### config.mk
export PLATFORM = sky130hd
export DESIGN_NAME = chebyshev_term_gen
export DESIGN_NICKNAME = d
export VERILOG_FILES = /design/src/rtl/chebyshev_pkg.sv /design/src/rtl/cheb_fx_mult.sv /design/src/rtl/chebyshev_term_gen.sv
export SDC_FILE = /design/constraint.sdc
export NUM_CORES = 1
export LEC_CHECK = 0
export ABC_AREA = 1
export ABC_CLOCK_PERIOD_IN_PS = 11900
export CORE_UTILIZATION = 65
export CTS_BUF_LIST = sky130_fd_sc_hd__clkbuf_4 sky130_fd_sc_hd__clkbuf_8 sky130_fd_sc_hd__clkbuf_16
export DETAILED_ROUTE_END_ITERATION = 7
export PLACE_DENSITY_LB_ADDON = 0.3
export SLEW_MARGIN = 30
export SYNTH_ARGS = -nofsm -noshare
export SYNTH_HDL_FRONTEND = slang
export SYNTH_SLANG_ARGS = --single-unit
### constraint.sdc
create_clock -name clock -period 11.9 [get_ports clock]
set_clock_uncertainty 0.2 [all_clocks]
set_input_delay 2.38 -clock clock [delete_from_list [all_inputs] [get_ports clock]]
set_output_delay 2.38 -clock clock [all_outputs]
set_load 0.02 [all_outputs]
### src/rtl/chebyshev_pkg.sv
// Shared definitions for the Chebyshev evaluator: FSM encoding, default number
// format and the word-length saturation used by this stage and the adder stage.
package chebyshev_pkg;

    localparam int WL_DEF   = 16;
    localparam int FRAC_DEF = 14;
    localparam int SAT_W    = 64;

    typedef enum logic [1:0] {
        IDLE = 2'd0,
        EMIT = 2'd1,
        MUL  = 2'd2,
        SUB  = 2'd3
    } cheb_state_e;

    // Clamp v to the signed range of a wl-bit word; the result stays SAT_W wide.
    function automatic logic signed [SAT_W-1:0] sat_wl(input logic signed [SAT_W-1:0] v,
                                                      input int wl);
        logic signed [SAT_W-1:0] max_v;
        logic signed [SAT_W-1:0] min_v;
        max_v = $signed((64'd1 << (wl - 32'sd1)) - 64'd1);
        min_v = -max_v - 64'sd1;
        if (v > max_v) begin
            sat_wl = max_v;
        end else if (v < min_v) begin
            sat_wl = min_v;
        end else begin
            sat_wl = v;
        end
    endfunction

    function automatic logic sat_wl_hit(input logic signed [SAT_W-1:0] v,
                                        input int wl);
        logic signed [SAT_W-1:0] max_v;
        logic signed [SAT_W-1:0] min_v;
        max_v = $signed((64'd1 << (wl - 32'sd1)) - 64'd1);
        min_v = -max_v - 64'sd1;
        sat_wl_hit = (v > max_v) || (v < min_v);
    endfunction

endpackage

### src/rtl/cheb_fx_mult.sv
// Registered signed WL x WL -> 2*WL multiplier with one cycle of latency.
module cheb_fx_mult
#(
    parameter int WL = 16
)(
    input  logic            clock,
    input  logic            resetn,
    input  logic            en,
    input  logic [WL-1:0]   a,
    input  logic [WL-1:0]   b,
    output logic [2*WL-1:0] p
);

    logic signed [2*WL-1:0] p_r;

    // Product register, loaded only while the controller is in its multiply step.
    always_ff @(posedge clock) begin
        if (!resetn) begin
            p_r <= {(2*WL){1'b0}};
        end else if (en) begin
            p_r <= $signed(a) * $signed(b);
        end else begin
            p_r <= p_r;
        end
    end

    assign p = p_r;

endmodule

### src/rtl/chebyshev_term_gen.sv
// Streams T_0(x)..T_n(x) using T_{k+1} = 2x*T_k - T_{k-1}, one term per
// valid/ready beat, with saturation to WL bits feeding back into the recurrence.
module chebyshev_term_gen
    import chebyshev_pkg::*;
#(
    parameter int WL    = WL_DEF,
    parameter int FRAC  = FRAC_DEF,
    parameter int N_MAX = 12,
    parameter int CW    = 4
)(
    input  logic          clock,
    input  logic          resetn,
    input  logic          in_valid,
    output logic          in_ready,
    input  logic [WL-1:0] in_x,
    input  logic [CW-1:0] in_order,
    output logic          out_valid,
    input  logic          out_ready,
    output logic [WL-1:0] out_t,
    output logic [CW-1:0] out_k,
    output logic          out_last,
    output logic          out_sat
);

    localparam logic signed [WL-1:0] T0_VAL  = {{(WL-1){1'b0}}, 1'b1} << FRAC;
    localparam logic [CW-1:0]        N_MAX_C = CW'(N_MAX);
    localparam logic [CW-1:0]        K_ONE   = {{(CW-1){1'b0}}, 1'b1};
    localparam logic [CW-1:0]        K_ZERO  = {CW{1'b0}};

    cheb_state_e            state_r;
    logic signed [WL-1:0]   x_r;
    logic signed [WL-1:0]   t_cur_r;
    logic signed [WL-1:0]   t_prev_r;
    logic [CW-1:0]          k_r;
    logic [CW-1:0]          n_eff_r;
    logic                   in_ready_r;
    logic                   out_valid_r;
    logic signed [WL-1:0]   out_t_r;
    logic [CW-1:0]          out_k_r;
    logic                   out_last_r;
    logic                   out_sat_r;

    logic [CW-1:0]          n_req_s;
    logic [CW-1:0]          k_inc_s;
    logic                   mul_en_s;
    logic signed [2*WL-1:0] prod_s;
    logic signed [2*WL-1:0] prod_shift_s;
    logic signed [2*WL:0]   diff_s;
    logic signed [SAT_W-1:0] diff_ext_s;
    logic signed [WL-1:0]   t_next_s;
    logic                   t_next_sat_s;

    // Requested order clamped to the highest supported term.
    always_comb begin
        n_req_s = in_order;
        if (in_order > N_MAX_C) begin
            n_req_s = N_MAX_C;
        end else begin
            n_req_s = in_order;
        end
    end

    // Next term: 2x*T_k is the product scaled by FRAC-1, minus T_{k-1}, at 2*WL+1 bits.
    always_comb begin
        prod_shift_s = prod_s >>> (FRAC - 1);
        diff_s       = $signed({prod_shift_s[2*WL-1], prod_shift_s})
                     - $signed({{(WL+1){t_prev_r[WL-1]}}, t_prev_r});
        diff_ext_s   = $signed({{(SAT_W-2*WL-1){diff_s[2*WL]}}, diff_s});
        t_next_s     = WL'(sat_wl(diff_ext_s, WL));
        t_next_sat_s = sat_wl_hit(diff_ext_s, WL);
    end

    assign k_inc_s  = k_r + K_ONE;
    assign mul_en_s = (state_r == MUL);

    cheb_fx_mult #(
        .WL (WL)
    ) u_mult (
        .clock  (clock),
        .resetn (resetn),
        .en     (mul_en_s),
        .a      (x_r),
        .b      (t_cur_r),
        .p      (prod_s)
    );

    // Sequencer: accept, present each term until taken, then multiply and subtract.
    always_ff @(posedge clock) begin
        if (!resetn) begin
            state_r     <= IDLE;
            x_r         <= {WL{1'b0}};
            t_cur_r     <= {WL{1'b0}};
            t_prev_r    <= {WL{1'b0}};
            k_r         <= K_ZERO;
            n_eff_r     <= K_ZERO;
            in_ready_r  <= 1'b1;
            out_valid_r <= 1'b0;
            out_t_r     <= {WL{1'b0}};
            out_k_r     <= K_ZERO;
            out_last_r  <= 1'b0;
            out_sat_r   <= 1'b0;
        end else begin
            case (state_r)
                IDLE: begin
                    if (in_valid) begin
                        x_r         <= $signed(in_x);
                        n_eff_r     <= n_req_s;
                        t_cur_r     <= T0_VAL;
                        t_prev_r    <= {WL{1'b0}};
                        k_r         <= K_ZERO;
                        out_valid_r <= 1'b1;
                        out_t_r     <= T0_VAL;
                        out_k_r     <= K_ZERO;
                        out_last_r  <= (n_req_s == K_ZERO);
                        out_sat_r   <= 1'b0;
                        in_ready_r  <= 1'b0;
                        state_r     <= EMIT;
                    end else begin
                        state_r <= IDLE;
                    end
                end
                EMIT: begin
                    if (out_ready) begin
                        if (k_r == n_eff_r) begin
                            out_valid_r <= 1'b0;
                            out_last_r  <= 1'b0;
                            in_ready_r  <= 1'b1;
                            state_r     <= IDLE;
                        end else if (k_r == K_ZERO) begin
                            // T_1 is x itself, so it skips the multiply.
                            t_prev_r    <= t_cur_r;
                            t_cur_r     <= x_r;
                            k_r         <= K_ONE;
                            out_valid_r <= 1'b1;
                            out_t_r     <= x_r;
                            out_k_r     <= K_ONE;
                            out_last_r  <= (n_eff_r == K_ONE);
                            out_sat_r   <= 1'b0;
                            state_r     <= EMIT;
                        end else begin
                            out_valid_r <= 1'b0;
                            state_r     <= MUL;
                        end
                    end else begin
                        state_r <= EMIT;
                    end
                end
                MUL: begin
                    state_r <= SUB;
                end
                SUB: begin
                    t_prev_r    <= t_cur_r;
                    t_cur_r     <= t_next_s;
                    k_r         <= k_inc_s;
                    out_valid_r <= 1'b1;
                    out_t_r     <= t_next_s;
                    out_k_r     <= k_inc_s;
                    out_last_r  <= (k_inc_s == n_eff_r);
                    out_sat_r   <= t_next_sat_s;
                    state_r     <= EMIT;
                end
                default: begin
                    out_valid_r <= 1'b0;
                    in_ready_r  <= 1'b1;
                    state_r     <= IDLE;
                end
            endcase
        end
    end

    assign in_ready  = in_ready_r;
    assign out_valid = out_valid_r;
    assign out_t     = out_t_r;
    assign out_k     = out_k_r;
    assign out_last  = out_last_r;
    assign out_sat   = out_sat_r;

endmodule

==> flow_metrics.tcl <==
set metrics [dict create \
    status "finished, final reports clean" \
    insertedDiodeCount 0 \
    synth_nets 2430 \
    regToRegStartpoint "out_t[2]" \
    rrSetupSlack_ps 4930 \
    grt_pass1_wl_um 69100 \
    cts_tree "yes" \
    yosysTopAreaCell "fa_1" \
    synth.area.top_cells "fa_1 35%, inv_1 14%, nand2_1 11%, dfxtp_1 11%, ha_1 8.3%" \
    min_to "t_prev_r[13]" \
    syn_area_per_cell_um2 7.38 \
    hold_class "flip-flop to flip-flop" \
    hold_ws_ps 273 \
    cts_resized 0 \
    synth_top_area_share_pct 34.8 \
    path_cells "nand2_1 -> fa_1 -> inv_1 -> fa_1 -> fa_1 -> fa_1 -> fa_1 -> inv_1 -> fa_1 -> inv_1 -> ha_1 -> nand2_1 -> nor2_1 -> inv_1 -> nor4_1 -> o21ai_0 -> nand3_1 -> a21oi_1 -> nand3_1 -> nand2_1 -> o21ai_0 -> inv_1" \
    area_growth_syn_to_layout_pct 5.68 \
    ioPinCount 48 \
    clk_pin_slew_worst_paths_ps 70 \
    drv_slew 0 \
    nets 2411 \
    required_ps 11940 \
    rsz0062_at_grt "false" \
    timing.fmax_mhz 143 \
    crit_cells 22 \
    antenna_found_initial 0 \
    root_buffer "clkbuf_16" \
    start_util_pct 66.4 \
    clockBufferDepth 2 \
    min_from "t_prev_r[13]" \
    crit_path_max_incr_delay_ps 860 \
    synth_edf_count 0 \
    cts_hold_buf 0 \
    crit_path_end_kind "flip-flop" \
    ys_ff_latch 81 \
    first_pass_iters 5 \
    grt_max_degree 52 \
    dp.final_hpwl_um 33800 \
    drive_above_1_share_pct 4.09 \
    fp-row-count 55 \
    drtIter0Drc 1279 \
    worst-slew-pin-transition_ps 1020 \
    startpoint_type "flip-flop" \
    dieArea_um2 23800 \
    ys_types 46 \
    core_um2 22700 \
    cts-htree-levels 3 \
    crit_path_top_delay_cell "dfxtp_1" \
    crit_buf_inv 5 \
    relSlewSlack_pct 31.7 \
    hold_violations 0 \
    layout_min_cycle_time_ps 6970 \
    postCtsSetupBuffers 0 \
    die_h_um 154 \
    critPathKind "flip-flop to flip-flop" \
    path_common_cell "fa_1" \
    arrival_ps 7010 \
    yosys_warnings 0 \
    wl_per_cell_um 18.1 \
    synthArstFlopShare_pct 0 \
    critPathTopFamily "adder cells" \
    setup_tns_ps 0 \
    io_buffers 47 \
    vias 12900 \
    hold_depth 2 \
    cts_buffers 9 \
    fp.dieW_um 154 \
    crit_fanout 19 \
    ant_nets 0 \
    ys.flop_type "dfxtp_1" \
    syn_area_um2 15100 \
    r2r_cells 22 \
    setup_viol 0 \
    synthCells 2044 \
    ir_worst_vdd_v 0.0000815 \
    routed_via_density 5.57 \
    grtUsageTotal_pct 37.5 \
    place_congestion 0.966 \
    synth-seq-area-share_pct 10.8 \
    insertion_delay_ps 350 \
    grt_pass1_vias 13300 \
    max-cap-violations 0 \
    powerDensity_nw_per_um2 126 \
    p_leak_nw 8.96 \
    grt-ovfl-total 0 \
    post-route-drc-count 0 \
    drt_wl_total_um 41900 \
    cts.sink_count 81 \
    reg2reg_to "u_mult.p[31]" \
    fin_crit_sh_pct 58.6 \
]
[flip-flops by register name, indices dropped and copies added (netlist names), named ones only]
name       cells
u_mult.p      19
out_t         16
t_prev_r      16
x_r           16
n_eff_r        4
out_k          4
in_ready       1
out_last       1
out_sat        1
out_valid      1
state_r        1
[kinds of logic (layout without fill, tap and decap cells)]
family / Yosys count / after routing / synth area share [%]
AO/OA/AOI/OAI: 251 / 251 / 9.67
flip-flops: 81 / 81 / 10.8
XOR/XNOR: 37 / 37 / 2.15
adder cells (fa/ha/maj): 362 / 362 / 43.1
buffers and inverters: 648 / 633 / 16.3
AND/OR/NAND/NOR: 665 / 665 / 18.0
[worst register-to-register path, cell delays in order, from the launching register on]
cell and delay [ps]:
dfxtp_1 860, nand2_1 260, fa_1 590, inv_1 150
fa_1 860, fa_1 530, fa_1 530, fa_1 510
inv_1 60, fa_1 530, inv_1 40, ha_1 400
nand2_1 140, nor2_1 160, inv_1 100, nor4_1 290
o21ai_0 190, nand3_1 110, a21oi_1 50, nand3_1 70
nand2_1 50, o21ai_0 150, inv_1 50
[synth_stat cells (all sizes together), types with 3 or more instances]
cell type / number
a211oi: 17
a21o: 4
a21oi: 113
a31o: 5
a31oi: 10
buf: 10
clkbuf: 81
dfxtp: 81
fa: 262
ha: 100
inv: 557
nand2: 441
nand3: 49
nand4: 15
nor2: 141
nor3: 10
o211ai: 7
o21ai: 82
o21bai: 6
or2: 3
xnor2: 18
xor2: 19
[cell type report]
cell class | count | area [um2]
multi-input combinational | 1315 | 11000
fill | 1970 | 6770
inverter | 557 | 2090
sequential | 81 | 1620
timing repair buffer | 61 | 576
tap | 285 | 357
clock buffer | 9 | 225
clock inverter | 6 | 67.6
[worst max-delay path by stage]
stage                         endpoint  slack [ps]      from
final                     u_mult.p[31]        4930  out_t[2]
after global routing      u_mult.p[31]        4490  out_t[2]
after detailed placement  u_mult.p[31]        5040  out_t[2]
after floorplan           u_mult.p[31]        5560  out_t[2]
after CTS                 u_mult.p[31]        5000  out_t[2]
after global placement    u_mult.p[23]        5190  out_t[2]
[through the flow]
stage | area, um2 | setup WS, ps | util [%] | instances | power (W)
global route | 15900 | 4490 | 70.2 | 2314 | 0.00218
floorplan | 15100 | 5560 | - | 2044 | 0.00129
detailed placement | 15600 | 5040 | 68.9 | 2299 | 0.00169
CTS | 15900 | 5000 | 70.2 | 2314 | 0.00199
finish | 15900 | 4930 | 70.2 | 2314 | 0.00200
global placement | 15600 | 5190 | 68.9 | 2299 | 0.00166
[layer usage]
layer / vias up / track usage, % / part of all wire (%)
li1: 5975 / - / -
met1: 6195 / 52.2 / 42
met2: 628 / 60.7 / 46
met3: 95 / 5.32 / 8.7
met4: 0 / 11.9 / 3.3
met5: - / 0 / 0
[cells in the final DEF (no fill, tap or decap), drive strengths merged, types with 5 or more instances in the layout]
cell type,instances
a211oi,17
a21oi,113
a31o,5
a31oi,10
buf,14
clkbuf,9
clkdlybuf4s50,47
dfxtp,81
fa,262
ha,100
inv,559
nand2,441
nand3,49
nand4,15
nor2,141
nor3,10
o211ai,7
o21ai,82
o21bai,6
xnor2,18
xor2,19
[where the power goes]
group / internal (W) / total, W / leakage [nW] / switching (W)
logic: 0.000470 / 0.00133 / 8.15 / 0.000860
registers: 0.000300 / 0.000383 / 0.665 / 0.0000831
clock network: 0.000163 / 0.000290 / 0.138 / 0.000127
(Power assumes the default switching activity.)
